## src/rtl/dac_sample_pacer.sv

```systemverilog
// dac_sample_pacer: output pacing stage of the AXI DAC peripheral.
// Buffers 8-bit samples from the register/DMA front end in a small FIFO and
// plays them out on the dac_clk/dac_data pins at the REG_CLK_DIV rate.
//
// Ports:
//   aclk, areset       system clock, synchronous active-high reset
//   enable             pacing enable
//   flush              one-cycle pulse, empties the FIFO
//   clk_div            period minus one in aclk cycles (0 treated as 1)
//   underrun_clr       one-cycle pulse, clears the sticky underrun flag
//   s_data/s_valid     input sample stream
//   s_ready            FIFO not full (combinational)
//   dac_clk, dac_data  DAC pins, data latched by the DAC on dac_clk rise
//   fifo_level         current FIFO occupancy
//   underrun           sticky, a tick found the FIFO empty
//   busy               enable high or FIFO non-empty (combinational)
module dac_sample_pacer #(
   parameter int unsigned DATA_W     = 8,
   parameter int unsigned FIFO_DEPTH = 16,
   parameter int unsigned DIV_W      = 16
) (
   input  logic                          aclk,
   input  logic                          areset,
   input  logic                          enable,
   input  logic                          flush,
   input  logic [DIV_W-1:0]              clk_div,
   input  logic                          underrun_clr,
   input  logic [DATA_W-1:0]             s_data,
   input  logic                          s_valid,
   output logic                          s_ready,
   output logic                          dac_clk,
   output logic [DATA_W-1:0]             dac_data,
   output logic [$clog2(FIFO_DEPTH):0]   fifo_level,
   output logic                          underrun,
   output logic                          busy
);

   localparam int unsigned PTR_W = $clog2(FIFO_DEPTH);
   localparam int unsigned LVL_W = PTR_W + 1;
   // One extra bit so the largest period (2**DIV_W) is representable.
   localparam int unsigned CNT_W = DIV_W + 1;

   logic [DATA_W-1:0] mem_q [FIFO_DEPTH];

   logic [PTR_W-1:0]  wr_ptr_q, wr_ptr_d;
   logic [PTR_W-1:0]  rd_ptr_q, rd_ptr_d;
   logic [LVL_W-1:0]  level_q, level_d;
   logic [CNT_W-1:0]  phase_q, phase_d;
   logic [CNT_W-1:0]  period_q, period_d;
   logic              dac_clk_q, dac_clk_d;
   logic [DATA_W-1:0] dac_data_q, dac_data_d;
   logic              underrun_q, underrun_d;

   logic              empty;
   logic              tick;
   logic              push;
   logic              pop;
   logic [CNT_W-1:0]  period_new;
   logic [CNT_W-1:0]  half;

   // State register
   always_ff @(posedge aclk) begin
      if (areset) begin
         wr_ptr_q   <= '0;
         rd_ptr_q   <= '0;
         level_q    <= '0;
         phase_q    <= '0;
         period_q   <= CNT_W'(2);
         dac_clk_q  <= 1'b0;
         dac_data_q <= '0;
         underrun_q <= 1'b0;
      end else begin
         wr_ptr_q   <= wr_ptr_d;
         rd_ptr_q   <= rd_ptr_d;
         level_q    <= level_d;
         phase_q    <= phase_d;
         period_q   <= period_d;
         dac_clk_q  <= dac_clk_d;
         dac_data_q <= dac_data_d;
         underrun_q <= underrun_d;
      end
   end

   // Sample storage, no reset needed: occupancy is tracked by the pointers
   always_ff @(posedge aclk) begin
      if (push) begin
         mem_q[wr_ptr_q] <= s_data;
      end
   end

   // Next-state logic
   always_comb begin
      wr_ptr_d   = wr_ptr_q;
      rd_ptr_d   = rd_ptr_q;
      level_d    = level_q;
      phase_d    = phase_q;
      period_d   = period_q;
      dac_clk_d  = dac_clk_q;
      dac_data_d = dac_data_q;
      underrun_d = underrun_q;

      empty      = (level_q == '0);
      s_ready    = (level_q != LVL_W'(FIFO_DEPTH));
      tick       = enable && (phase_q == '0);
      push       = s_valid && s_ready && !flush;
      pop        = tick && !empty && !flush;
      period_new = (clk_div == '0) ? CNT_W'(2) : CNT_W'(clk_div) + CNT_W'(1);
      half       = period_q >> 1;

      // FIFO pointers and occupancy; flush discards any same-cycle push/pop
      if (flush) begin
         wr_ptr_d = '0;
         rd_ptr_d = '0;
         level_d  = '0;
      end else begin
         if (push) wr_ptr_d = wr_ptr_q + PTR_W'(1);
         if (pop)  rd_ptr_d = rd_ptr_q + PTR_W'(1);
         level_d = level_q + LVL_W'(push) - LVL_W'(pop);
      end

      // Clear first so a same-cycle underrun set wins
      if (underrun_clr) underrun_d = 1'b0;

      // Pacing: tick at phase 0, dac_clk rise at phase H
      if (!enable) begin
         phase_d   = '0;
         dac_clk_d = 1'b0;
      end else if (phase_q == '0) begin
         period_d  = period_new;
         phase_d   = CNT_W'(1);
         dac_clk_d = 1'b0;
         if (pop)   dac_data_d = mem_q[rd_ptr_q];
         if (empty) underrun_d = 1'b1;
      end else begin
         phase_d = (phase_q == period_q - CNT_W'(1)) ? '0 : phase_q + CNT_W'(1);
         if (phase_q == half) dac_clk_d = 1'b1;
      end
   end

   assign dac_clk    = dac_clk_q;
   assign dac_data   = dac_data_q;
   assign fifo_level = level_q;
   assign underrun   = underrun_q;
   assign busy       = enable || !empty;

endmodule
```

## config.mk

```make
export PLATFORM = sky130hd
export DESIGN_NAME = dac_sample_pacer
export DESIGN_NICKNAME = d
export VERILOG_FILES = /design/src/rtl/dac_sample_pacer.sv
export SDC_FILE = /design/constraint.sdc
export NUM_CORES = 1
export LEC_CHECK = 0
export CAP_MARGIN = 5
export CORE_AREA = 2 2 134 136
export DETAILED_ROUTE_END_ITERATION = 10
export DIE_AREA = 0 0 136 138
export PLACE_DENSITY = 0.67
export SYNTH_ARGS = -nofsm -noshare
export SYNTH_HDL_FRONTEND = slang
export SYNTH_SLANG_ARGS = --single-unit
```

## constraint.sdc

```tcl
create_clock -name aclk -period 2.98 [get_ports aclk]
set_input_delay 0.447 -clock aclk [delete_from_list [all_inputs] [get_ports aclk]]
set_output_delay 0.447 -clock aclk [all_outputs]
set_load 0.1 [all_outputs]
```

# == Word-level counts from Yosys, hierarchy flattened ==
# Memory sizes are Yosys's and may differ from the RTL's. A register that Yosys moved wholly into a read port is not among the register bits.
# Cells that the tools add are included.
# classes
addsub,7
n_eq_ne,3
mux,9
bitwise_logic,1
n_reduce_logical,17
# op_table
cell,count
16-bit by 1-bit adder with 17-bit output (second input constant),1
17-bit by 1-bit adder with 17-bit output (second input constant),1
17-bit by 16-bit equality test with 1-bit output,1
17-bit equality test,1
17-bit logical NOT,1
17-bit 2-to-1 mux,1
17-bit by 1-bit subtractor with 17-bit output (second input constant),1
16-bit logical NOT,1
4-bit by 1-bit adder with 4-bit output (second input constant),2
1-bit 2-to-1 mux,8
5-bit by 1-bit adder with 5-bit output,1
1-bit logical AND,5
5-bit logical NOT,1
5-bit != test (second input constant),1
5-bit by 1-bit subtractor with 5-bit output,1
2-bit OR reduction,2
4-bit OR reduction,1
3-bit AND reduction,1
3-bit OR reduction,1
1-bit logical NOT,2
2-bit AND reduction,1
1-bit logical OR,1
1-bit NOT,1
# word_totals
reg_bits,49
ramBits,128
out_inout_bits,17
wordCells,46
mem_count,1
# memory_table
name,depth,word_bits,rd,rd_ports_with_merged_regs,wr,line,source
mem_q,16,8,1,1,1,43,logic [DATA_W-1:0] mem_q [FIFO_DEPTH];

# == Logic depth before layout (Yosys ltp) ==
# Gate-level depths: netlist of run 1.
# depth
ltp_word,5
depth_mapped,17
ltp_nobuf,16

# == Least setup slack after synthesis of run 1 ==
# No wires, ideal clock.
# synth_path
path_kind,reg-to-reg
start,"register level_q[4], in the netlist fifo_level[4]"
end,"register level_q[4], in the netlist fifo_level[4]"
setup_time_ns,0.115
t_arrival_ns,3.899
required_time_ns,2.865
setup_slack_ns,-1.034
stages_incl_launch_ff,14
path_buffers,0
period_less_slack_ns,4.014
path_cell_list,dfxtp_1 nand4bb_1 nand2_1 xnor2_1 nor2_1 ha_1 inv_1 fa_1 inv_1 a21oi_1 nor2_1 nor2_1 xnor2_1 nor2_1
# synth_via
elab_chain_len,5
word_cells_on_any_way,9
cone_classes,add/sub (2); eq/ne (1); reduce/logical (6)
# synth_lines
item,line,source
start: declaration,47,"logic [LVL_W-1:0] level_q, level_d;"
start signal: assignment,75,level_q <= level_d;
5-bit != test,103,s_ready = (level_q != LVL_W'(FIFO_DEPTH));
via s_ready,30,"output logic s_ready,"
1-bit logical AND (2 in a row),105,push = s_valid && s_ready && !flush;
5-bit by 1-bit adder with 5-bit output,118,level_d = level_q + LVL_W'(push) - LVL_W'(pop);
5-bit by 1-bit subtractor with 5-bit output,118,
# The timed path passes the listed nets, and every way through them passes these cells.
# A chain may end at the register's enable or synchronous reset.

# == Worst setup path in the final report of run 1 ==
# layout_path
start,register phase_q[11]
end,"register level_q[4], in the netlist fifo_level[4]"
# layout_via
elab_chain_len,5
# layout_lines
item,line,source
start: declaration,48,"logic [CNT_W-1:0] phase_q, phase_d;"
start signal: assignment,76,phase_q <= phase_d;
17-bit logical NOT,104,tick = enable && (phase_q == '0);
1-bit logical AND,104,
1-bit logical AND (2 in a row),106,pop = tick && !empty && !flush;
5-bit by 1-bit subtractor with 5-bit output,118,
# Every way passes these cells.

==> results.json, run 1 <==
{
  "ys_seq_area_share_pct": 58.7,
  "worst_slew_margin_rel_pct": 50.1,
  "syn2layout_area_growth_pct": 19.1,
  "cp-start-kind": "flop",
  "cts_inserted_buffers": 17,
  "synth-main-ff-cell": "edfxtp_1",
  "ys_types": 53,
  "synth_warnings": 0,
  "grt_first_pass_wirelength_um": 29400,
  "drt_iter0_markers": 310,
  "drv_cap": 0,
  "critical_path_class": "flop to flop",
  "synth-seq-cells": 185,
  "avgSynthCellArea_um2": 13.4,
  "final_cell_mix": "edfxtp_1 (128), buf_4 (67), nor2_1 (59), dfxtp_1 (51), xnor2_1 (41)",
  "clockBufferDepth": 2,
  "wl_um": 18500,
  "hold_viol_final": 0,
  "diodes": 0,
  "p_sw_share_pct": 25.6,
  "power.density_nw_per_um2": 562,
  "grt_pass1_vias": 5402,
  "yosysTopAreaCellShare_pct": 45.3,
  "worstPathMaxFanout": 2,
  "die_area_um2": 18800,
  "rsz0062_at_grt": "true",
  "post_cts_buffers": 0,
  "antenna_found_initial": 0,
  "gp_congestion": 0.864,
  "cts_tree": "built",
  "vias": 5294,
  "drc_errors": 0,
  "start_util_pct": 48.4,
  "synth_area_leader_cell": "edfxtp_1",
  "p_comb_share_pct": 9.9,
  "syn_area_um2": 8490,
  "end_kind": "flop",
  "ctsHoldBuffers": 0,
  "setup_viol": 0,
  "die_x_um": 136,
  "power_frac_clock_pct": 40.2,
  "synthesis.nets": 679,
  "netlist_instances": 633,
  "multiInputGateArea_um2": 3300,
  "grt_overflow": 0,
  "synth_top_family_by_area": "simple AND/OR/NAND/NOR gates",
  "via_per_inst": 5.60,
  "cts-htree-levels": 4,
  "final_nets": 750,
  "drive_gt1_share_pct": 23.0,
  "finalMaxSlewViolations": 0,
  "portBuffers": 46,
  "internal_power_uw": 4230,
  "switchingPower_uw": 1450,
  "dp_slack_ns": 0.00204,
  "final_common_cell": "edfxtp_1",
  "arrival_ns": 3.16,
  "path_clk_slew_ns": 0.07,
  "fin_skew_ns": 0.0102,
  "ioPinCount": 47,
  "grt_max_degree": 36,
  "vdd_drop_max_uv": 433,
  "rows": 49,
  "root_buffer": "clkbuf_16",
  "final-seq-area_um2": 4990,
  "synthTopCellsByArea": "edfxtp_1 (45%), dfxtp_1 (13%), mux4_2 (11%)",
  "coreArea_um2": 17500,
  "insertion_delay_ns": 0.43,
  "synthMuxAreaShare_pct": 11.8,
  "postRouteAntennaNets": 0,
  "cts_sinks": 185,
  "post-dp-hpwl_um": 12800,
  "die_h_um": 138,
  "synthXorXnorAreaFrac_pct": 7.95,
  "synth_edf_count": 128,
  "period_share_pct": 95.4,
  "status": "finished, final reports clean",
  "synth_compound_area_share_pct": 3.91,
  "worstPathRequired_ns": 3.30,
  "max_freq_mhz": 352,
  "placed_cell_area_um2": 9440,
  "fin_ws_ns": 0.138,
  "tightest_slew_ns": 0.747,
  "grt_util_all_layers_pct": 20.8,
  "min_period_ns": 2.84,
  "worst-r2r-setup-slack_ns": 0.14,
  "synthArstFlopShare_pct": 0,
  "wire_per_inst_um": 19.6,
  "p_leak_uw": 0.00337,
  "hold_class": "flop to flop",
  "synth-simple-area-share_pct": 11.9,
  "power_frac_seq_pct": 49.8,
  "design_area_um2": 10100,
  "synth_fa_ha_area_share_pct": 2.45,
  "dr.pass1.iters": 4,
  "num-fill-cells": 1431
}
==> final timing paths <==
path / start / end / depth (start not counted)
max: phase_q[11] / fifo_level[4] / 15
max reg2reg: phase_q[11] / fifo_level[4] / 15
min: dac_clk / dac_clk / 2
min reg2reg: dac_clk / dac_clk / 2
==> logic make-up (layout without fill, tap and decap cells) <==
| kind of cell | count (synthesis) | count (layout) |
|---|---|---|
| DFF | 185 | 185 |
| xor gates and xnor gates | 77 | 77 |
| and+or+nand+nor | 195 | 195 |
| AOI/OAI and AO/OA | 44 | 44 |
| buffers and inverters | 66 | 150 |
| adders and majority gates | 16 | 16 |
| muxes | 50 | 50 |
==> final cells by class <==
cell class / count / area share [%]
clock buffers: 17 / 4.21
flip-flops and latches: 185 / 49.4
inverters: 20 / 0.743
multi-input cells: 382 / 32.6
well taps: 229 / 2.84
repair buffers: 98 / 8.25
clock inverters: 15 / 1.92
==> synth_stat cells (2+ instances only) <==
cell	number
and4_1	5
or3_1	3
mux2i_1	10
mux4_2	40
dfxtp_1	57
buf_2	2
nand2b_1	3
a21oi_1	9
clkbuf_1	35
o2111ai_1	2
edfxtp_1	128
ha_1	15
xor2_1	36
nor2b_1	2
nand2_1	25
nor3_1	29
xnor2_1	41
nor2_1	60
o311a_1	2
a211oi_1	14
o21ai_0	4
nand4_1	13
nor4b_1	5
inv_1	20
buf_1	5
a31oi_1	3
and3_1	10
buf_6	3
nor3b_1	2
nor4_1	9
or2_2	2
nand3_1	18
==> sequential cells by signal, summed over array words and instances, names as in the netlist <==
signal / count
period_q: 17
fifo_level: 5
rd_ptr_q: 4
dac_data: 8
wr_ptr_q: 4
mem_q: 128
dac_clk: 1
underrun: 1
phase_q: 17
==> metrics by stage <==
step	hold slack, ns	utilization [%]	instances	setup TNS, ns	power (µW)
after floorplan	0.479	-	633	-0.0559	3240
after global placement	0.471	53.8	914	0	3420
after detailed placement	0.468	53.8	914	0	3440
after CTS	0.486	57.4	946	0	5710
after global routing	0.530	57.6	946	-0.0350	5880
final	0.478	57.6	946	0	5680
==> critical path: stages (launching register included) <==
cell	delay (ns)
dfxtp_1	0.33
nor4_2	0.31
buf_4	0.17
nand4_1	0.14
or3_4	0.39
xnor2_1	0.14
nor2_1	0.12
ha_2	0.20
inv_1	0.05
fa_1	0.40
inv_1	0.07
a21oi_1	0.06
nor2_1	0.09
nor2_1	0.06
xnor2_1	0.17
nor2_1	0.05
==> metal layers <==
| metal | up-vias | track usage [%] | routed length [µm] |
|---|---|---|---|
| met3 | 23 | 4.69 | 824 |
| met2 | 125 | 32.3 | 8730 |
| met5 | - | 0 | 0 |
| met4 | 0 | 5.54 | 294 |
| met1 | 2632 | 29.8 | 8650 |
| li1 | 2514 | - | - |
==> power groups by stage <==
stage	Clock, µW	Combinational [µW]	Sequential [µW]
floorplan	0	322	2910
global placement	0	537	2880
detailed placement	0	552	2890
CTS	2330	555	2830
global route	2440	607	2840
finish	2290	563	2830
==> repair_timing <==
item	CTS	global route
endpoints found under the setup margin	1	2
endpoints found under the hold margin	0	0
pin swaps	0	1
gates resized for setup	1	8
(Power assumes the default switching activity.)
==> run 2: changes to the inputs <==
CTS_CLUSTER_DIAMETER = 50   (was default)
==> results of run 2 <==
Final layout, timing and power as in run 1 (identical DEF).
